<file path="src/rtl/sensor_sync_pkg.sv">
// Shared types, constants and helpers for the track-sensor synchroniser/gate.
//   rule_mode_t   : evaluation mode stored in each rule-table entry
//   state_t       : request FSM states
//   rule_t        : {mode, mask} payload at full MAX_SENSORS width
//   DEFAULT_RULES : rule-table contents after reset
package sensor_sync_pkg;

    localparam int unsigned MAX_SENSORS       = 32;
    localparam int unsigned MODE_W            = 2;
    localparam int unsigned NUM_DEFAULT_RULES = 16;
    localparam int unsigned DR_IDX_W          = 4;

    typedef enum logic [1:0] {
        MODE_ANY  = 2'd0,
        MODE_NONE = 2'd1,
        MODE_ALL  = 2'd2,
        MODE_ONE  = 2'd3
    } rule_mode_t;

    typedef enum logic [1:0] {
        S_IDLE = 2'd0,
        S_EVAL = 2'd1,
        S_DONE = 2'd2
    } state_t;

    typedef struct packed {
        rule_mode_t             mode;
        logic [MAX_SENSORS-1:0] mask;
    } rule_t;

    // Bit n of a mask refers to sensor n; masks are truncated to the instance width.
    localparam rule_t DEFAULT_RULES [NUM_DEFAULT_RULES] = '{
        '{MODE_ANY,  32'h0000_003F},
        '{MODE_NONE, 32'h0000_003F},
        '{MODE_ALL,  32'h0000_003F},
        '{MODE_ONE,  32'h0000_0000},
        '{MODE_ANY,  32'h0000_0001},
        '{MODE_ANY,  32'h0000_0002},
        '{MODE_ANY,  32'h0000_0004},
        '{MODE_ANY,  32'h0000_0008},
        '{MODE_ANY,  32'h0000_0010},
        '{MODE_ANY,  32'h0000_0020},
        '{MODE_NONE, 32'h0000_0003},
        '{MODE_NONE, 32'h0000_000C},
        '{MODE_NONE, 32'h0000_0030},
        '{MODE_ALL,  32'h0000_0003},
        '{MODE_ALL,  32'h0000_0030},
        '{MODE_ANY,  32'h0000_0000}
    };

    // Entries past the default table reset to ANY with an empty mask (constant 0).
    function automatic rule_mode_t default_mode(int unsigned idx);
        if (idx < NUM_DEFAULT_RULES) return DEFAULT_RULES[DR_IDX_W'(idx)].mode;
        return MODE_ANY;
    endfunction

    function automatic logic [MAX_SENSORS-1:0] default_mask(int unsigned idx);
        if (idx < NUM_DEFAULT_RULES) return DEFAULT_RULES[DR_IDX_W'(idx)].mask;
        return '0;
    endfunction

    // Unused upper bits of c and m must be zero so ALL/ANY ignore them.
    function automatic logic eval_rule(rule_mode_t mode,
                                       logic [MAX_SENSORS-1:0] c,
                                       logic [MAX_SENSORS-1:0] m);
        logic r;
        r = 1'b1;
        case (mode)
            MODE_ANY:  r = |(c & m);
            MODE_NONE: r = ~|(c & m);
            MODE_ALL:  r = &(c | ~m);
            MODE_ONE:  r = 1'b1;
            default:   r = 1'b1;
        endcase
        return r;
    endfunction

endpackage

</file>
<file path="src/rtl/sensor_sync_gate_debounce.sv">
// One sensor lane: 2-flop synchroniser followed by a persistence filter.
//   clk   : system clock
//   rst   : asynchronous active-high reset
//   raw   : asynchronous sensor pin
//   clean : debounced level; follows the synced level after it has differed
//           for DEBOUNCE_CYCLES consecutive cycles (pin-to-clean 2+DEBOUNCE_CYCLES)
module sensor_debounce
    import sensor_sync_pkg::*;
#(
    parameter int unsigned DEBOUNCE_CYCLES = 4
) (
    input  logic clk,
    input  logic rst,
    input  logic raw,
    output logic clean
);

    localparam int unsigned      CNT_W    = (DEBOUNCE_CYCLES > 1) ? $clog2(DEBOUNCE_CYCLES) : 1;
    localparam logic [CNT_W-1:0] CNT_LAST = CNT_W'(DEBOUNCE_CYCLES - 1);

    logic             sync0;
    logic             sync1;
    logic [CNT_W-1:0] cnt;

    // Metastability synchroniser.
    always_ff @(posedge clk or posedge rst) begin
        if (rst) begin
            sync0 <= 1'b0;
            sync1 <= 1'b0;
        end else begin
            sync0 <= raw;
            sync1 <= sync0;
        end
    end

    // Count consecutive differing cycles; any agreement restarts the count.
    always_ff @(posedge clk or posedge rst) begin
        if (rst) begin
            cnt   <= '0;
            clean <= 1'b0;
        end else if (sync1 == clean) begin
            cnt <= '0;
        end else if (cnt == CNT_LAST) begin
            clean <= sync1;
            cnt   <= '0;
        end else begin
            cnt <= cnt + CNT_W'(1);
        end
    end

endmodule

</file>
<file path="src/rtl/sensor_sync_gate.sv">
// Track-sensor synchroniser/gate: debounces NUM_SENSORS pins and, once per
// Enable high phase, evaluates the rule selected by Selector against them.
//   Clk, Reset          : clock, asynchronous active-high reset
//   Sensors             : raw asynchronous sensor lines (1 = train present)
//   Selector, Enable    : rule index and evaluation request (level)
//   RuleWe/Addr/Data    : rule-table write port, data = {mode[1:0], mask}
//   Y, Valid, SelErr    : registered result, 1-cycle update strobe, illegal-selector flag
//   Busy                : high while in EVAL or DONE
//   Clean               : debounced sensor vector
// Optional build macro SYNC_STICKY_EN: evaluations also see sensors whose
// Clean rose since the previous evaluation (sticky capture).
module sensor_sync_gate
    import sensor_sync_pkg::*;
#(
    parameter int unsigned NUM_SENSORS     = 6,
    parameter int unsigned NUM_RULES       = 16,
    parameter int unsigned SEL_W           = 5,
    parameter int unsigned DEBOUNCE_CYCLES = 4
) (
    input  logic                        Clk,
    input  logic                        Reset,
    input  logic [NUM_SENSORS-1:0]      Sensors,
    input  logic [SEL_W-1:0]            Selector,
    input  logic                        Enable,
    input  logic                        RuleWe,
    input  logic [SEL_W-1:0]            RuleAddr,
    input  logic [MODE_W+NUM_SENSORS-1:0] RuleData,
    output logic                        Y,
    output logic                        Valid,
    output logic                        SelErr,
    output logic                        Busy,
    output logic [NUM_SENSORS-1:0]      Clean
);

    localparam int unsigned RULE_W = MODE_W + NUM_SENSORS;
    localparam int unsigned IDX_W  = (NUM_RULES > 1) ? $clog2(NUM_RULES) : 1;

    logic [RULE_W-1:0]      rules [NUM_RULES];
    logic [NUM_SENSORS-1:0] eval_vec;

    state_t                 state_q, state_d;
    logic [SEL_W-1:0]       sel_q;
    logic                   latch_sel;
    logic                   y_q, y_d;
    logic                   valid_q, valid_d;
    logic                   selerr_q, selerr_d;
    logic                   busy_q, busy_d;

    logic                   sel_legal;
    logic [RULE_W-1:0]      rule_cur;
    logic                   rule_hit;

    // Per-sensor synchroniser + debounce lanes.
    for (genvar i = 0; i < NUM_SENSORS; i++) begin : g_sensor
        sensor_debounce #(
            .DEBOUNCE_CYCLES(DEBOUNCE_CYCLES)
        ) u_debounce (
            .clk   (Clk),
            .rst   (Reset),
            .raw   (Sensors[i]),
            .clean (Clean[i])
        );
    end

`ifdef SYNC_STICKY_EN
    logic [NUM_SENSORS-1:0] clean_d;
    logic [NUM_SENSORS-1:0] sticky_q;

    // Remember rising Clean edges until consumed by an evaluation; a rise in
    // the EVAL cycle survives the clear so the next evaluation still sees it.
    always_ff @(posedge Clk or posedge Reset) begin
        if (Reset) begin
            clean_d  <= '0;
            sticky_q <= '0;
        end else begin
            clean_d  <= Clean;
            sticky_q <= (sticky_q & ~{NUM_SENSORS{state_q == S_EVAL}}) | (Clean & ~clean_d);
        end
    end

    assign eval_vec = Clean | sticky_q;
`else
    assign eval_vec = Clean;
`endif

    // Rule table: reset to defaults, writes outside the table are dropped.
    always_ff @(posedge Clk or posedge Reset) begin
        if (Reset) begin
            for (int i = 0; i < NUM_RULES; i++) begin
                rules[IDX_W'(i)] <= {default_mode(i), NUM_SENSORS'(default_mask(i))};
            end
        end else if (RuleWe && (32'(RuleAddr) < NUM_RULES)) begin
            rules[IDX_W'(RuleAddr)] <= RuleData;
        end
    end

    // Rule lookup and evaluation for the latched selector.
    always_comb begin
        sel_legal = (32'(sel_q) < NUM_RULES);
        rule_cur  = rules[IDX_W'(sel_q)];
        rule_hit  = eval_rule(rule_mode_t'(rule_cur[RULE_W-1 -: MODE_W]),
                              MAX_SENSORS'(eval_vec),
                              MAX_SENSORS'(rule_cur[NUM_SENSORS-1:0]));
    end

    // Request FSM: next state and registered-output values.
    always_comb begin
        state_d   = state_q;
        y_d       = y_q;
        selerr_d  = selerr_q;
        valid_d   = 1'b0;
        latch_sel = 1'b0;
        unique case (state_q)
            S_IDLE: begin
                if (Enable) begin
                    state_d   = S_EVAL;
                    latch_sel = 1'b1;
                end
            end
            S_EVAL: begin
                state_d = S_DONE;
                valid_d = 1'b1;
                if (sel_legal) begin
                    y_d      = rule_hit;
                    selerr_d = 1'b0;
                end else begin
                    y_d      = 1'b0;
                    selerr_d = 1'b1;
                end
            end
            S_DONE: begin
                if (!Enable) state_d = S_IDLE;
            end
            default: state_d = S_IDLE;
        endcase
        busy_d = (state_d != S_IDLE);
    end

    // State and output registers.
    always_ff @(posedge Clk or posedge Reset) begin
        if (Reset) begin
            state_q  <= S_IDLE;
            sel_q    <= '0;
            y_q      <= 1'b0;
            valid_q  <= 1'b0;
            selerr_q <= 1'b0;
            busy_q   <= 1'b0;
        end else begin
            state_q  <= state_d;
            y_q      <= y_d;
            valid_q  <= valid_d;
            selerr_q <= selerr_d;
            busy_q   <= busy_d;
            if (latch_sel) sel_q <= Selector;
        end
    end

    assign Y      = y_q;
    assign Valid  = valid_q;
    assign SelErr = selerr_q;
    assign Busy   = busy_q;

endmodule
</file>
<file path="config.mk">
export PLATFORM = sky130hd
export DESIGN_NAME = sensor_sync_gate
export DESIGN_NICKNAME = d
export VERILOG_FILES = /design/src/rtl/sensor_sync_pkg.sv /design/src/rtl/sensor_sync_gate_debounce.sv /design/src/rtl/sensor_sync_gate.sv
export SDC_FILE = /design/constraint.sdc
export NUM_CORES = 1
export LEC_CHECK = 0
export ABC_AREA = 1
export BUFFER_PORTS_ARGS = -buffer_cell sky130_fd_sc_hd__buf_4
export CORE_UTILIZATION = 37
export CTS_CLUSTER_DIAMETER = 200
export DETAILED_ROUTE_END_ITERATION = 7
export PLACE_DENSITY_LB_ADDON = 0.12
export SLEW_MARGIN = 20
export SYNTH_ARGS = -nofsm -noshare
export SYNTH_HDL_FRONTEND = slang
export SYNTH_HIERARCHICAL = 1
export SYNTH_SLANG_ARGS = --single-unit
export TNS_END_PERCENT = 1
</file>
<file path="constraint.sdc">
create_clock -name Clk -period 2.5 [get_ports Clk]
set_input_delay 0 -clock Clk [delete_from_list [all_inputs] [get_ports Clk]]
set_output_delay 0 -clock Clk [all_outputs]
set_load 0.02 [all_outputs]
</file>
==> impl_results.md <==
- Worst skew pair latency: 0.43 ns
- DPL Wire Length: 11900 µm
- Cell family with most CP delay: simple AND/OR/NAND/NOR gates
- Num CTS Buffers: 17
- Max cap viols: 0
- Outcome: finished, final reports clean
- Worst slew pin tran: 0.684 ns
- CP Capture Type: register
- Core ar.: 0.0195 mm²
- Critical path, cell by cell: inv_4 -> buf_4 -> nand2_1 -> nand2_1 -> nand2_1 -> nand3_1 -> nand3_1 -> nand2_1 -> nand2_1 -> nand2_1 -> nor2_1 -> a21oi_1 -> nand2_1 -> nand3_1 -> nand2_1
- Vias per cell: 4.78
- Post-Route WL: 17900 µm
- Largest net degree at the start of global routing: 54
- Register area share after synthesis: 0.620
- Worst clock skew: 0.00888 ns
- PwrDens: 1050 mW/mm²
- TNS Setup: 0 ns
- IO Port Bufs: 37
- Data arrival time of the critical path: 2.23 ns
- Vias: 5516
- WP buf/inv: 2
- Die height: 143 µm
- P_leak: 0.00401 µW
- Layout area overhead: 19.3%
- Max incr delay on CP: 0.45 ns
- Initial antenna violation count: 0
- Tcrit/Tclk final: 0.764
- Die Wd: 143 µm
- Clock sink count: 169
- CTS hold repair buffers: 21
- Maximum root-to-sink buffer count: 2
- Post-synth cell types: 25
- # fillers: 1923
- GPL Wtd Cong: 0.819
- Wirelength per Cell: 15.5 µm
- Most used cell, CP: nand2_1
- Vias in the first global route: 5492
- Most common cell after layout, fill and taps aside: nand2_1
- Worst path slowest cell: dfrtp_2
- DP Worst Slack: 0.603 ns
- Initial Utilization: 0.378
- Post-Synthesis Cells: 811
- DIE AREA: 0.0205 mm²
- Worst hold margin: 0.0845 ns
- Commonest non-fill, non-tap cells in the layout: 264 x nand2_1, 92 x o21ai_0, 89 x inv_1, 78 x dfrtp_1, 66 x nand3_1
- Detail Route Antenna Nets: 0
- I/O pin cnt: 38
- DRT Pass-1 Iters: 5
- Final #Nets: 909
- Tot GR Track Use: 0.193
- Fin. Hold Viols: 0
- F_max: 0.523 GHz
- CTS tree: done
- H-tree levels: 4
- Setup WS post-layout: 0.589 ns
- Post-Syn Nets: 845
- Drt initial violations: 384
- Ant diodes: 0
- Post-CTS Setup Bufs: 0
- Area occupied by multi-input gates: 0.00226 mm²
- Register area: 0.00458 mm²
- Mapped cell area: 0.00739 mm²
- Min-delay worst type: input port to async pin
- Clk slew on worst S/H paths: 0.07 ns
- Final slew viol count: 0
- Row Count: 51
- Clk Tree Root Cell: clkbuf_16
- PostCTS Resize Cnt: 0
- Max VDD drop: 0.000501 V
- Yosys warning count: 6
- Yosys reg bits: 169
- CP Launch Type: register
- Final setup fails: 0
- RSZ-0062 raised after global routing: no
- Layout cell share with drive strength beyond 1: 0.139
- Worst Path Max Fanout: 32
- Final min period: 1.91 ns
- Max-slew headroom: 0.542
- CP Class: register to register
- Grt ovf: 0
- Mean Syn Cell Area: 9.11 µm²
- First-pass GRT wire length: 29400 µm
- WP data required: 2.82 ns
- DRC viols: 0
## metrics by stage
stage | cells | util | total power [µW] | instance area, µm²
floorplan | 811 | - | 5710 | 7390
global placement | 1100 | 0.409 | 6540 | 7980
finish | 1153 | 0.451 | 9290 | 8810
CTS | 1153 | 0.451 | 9380 | 8810
detailed placement | 1100 | 0.409 | 6600 | 7980
global route | 1153 | 0.451 | 9990 | 8810
## report_power, final
group | switching [µW] | internal [µW]
Clock | 1140 | 1580
Combinational | 1880 | 1030
Sequential | 299 | 3350
## worst min-delay path: cells and delay by family
kind	cells	cell delay, ns
buf+inv	3	0.88
## metal layers
metal	global-route usage	wire, µm	vias to the layer above
met1	0.260	8390	2671
met4	0.0566	177	0
met3	0.0363	627	13
li1	-	-	2723
met5	0	0	-
met2	0.318	8690	109
## cells by family (layout without fill, tap and decap cells)
kind of cell	after synthesis	in the layout	synth area share
flip-flops	169	169	0.620
AND/OR/NAND/NOR	403	403	0.220
adder cells (fa/ha/maj)	6	6	0.0102
AO/OA/AOI/OAI	104	104	0.0745
multiplexers	1	1	0.00152
buffers and inverters	128	205	0.0733
## final timing paths
path / cells past startpoint / endpoint / slack [ns] / startpoint
max: 15 / Y / 0.59 / sel_q[0]
min: 3 / g_sensor[1].u_debounce/clean / 0.08 / Reset
max reg2reg: 15 / Y / 0.59 / sel_q[0]
min reg2reg: 0 / g_sensor[4].u_debounce/sync1 / 0.35 / g_sensor[4].u_debounce/sync0
max in group asynchronous: 5 / rules[114] / 1.20 / Reset
min in group Clk: 5 / rules[26] / 0.20 / RuleAddr[0]
## final cells by class
cell class,instances,area share
flip-flops and latches,169,0.520
clock buffers,21,0.0573
multi-input cells,514,0.257
repair buffers,78,0.0738
inverters,95,0.0412
well taps,265,0.0376
clock inverters,11,0.0133
## registers in the layout, summed over array words and instances (netlist names)
| name | count |
|---|---|
| g_sensor.u_debounce/clean | 6 |
| g_sensor.u_debounce/sync1 | 6 |
| Y | 1 |
| g_sensor.u_debounce/cnt | 12 |
| rules | 128 |
| sel_q | 5 |
| Valid | 1 |
| g_sensor.u_debounce/sync0 | 6 |
| SelErr | 1 |
| state_q | 2 |
| Busy | 1 |
## synth_stat cells, drive strengths merged
| library cell | count | area [µm²] |
|---|---|---|
| a21oi | 2 | 10.0 |
| buf | 21 | 138 |
| clkbuf | 12 | 45.0 |
| clkinv | 2 | 7.51 |
| dfrtp | 79 | 1980 |
| dfstp | 26 | 683 |
| edfxtp | 64 | 1920 |
| ha | 6 | 75.1 |
| inv | 93 | 352 |
| mux2 | 1 | 11.3 |
| nand2 | 264 | 991 |
| nand3 | 66 | 330 |
| nor2 | 58 | 218 |
| nor3 | 9 | 50.1 |
| o211ai | 4 | 35.0 |
| o21ai | 94 | 470 |
| o221ai | 4 | 35.0 |
| or2 | 6 | 37.5 |
Note: power is estimated with default switching activity, not from simulation.
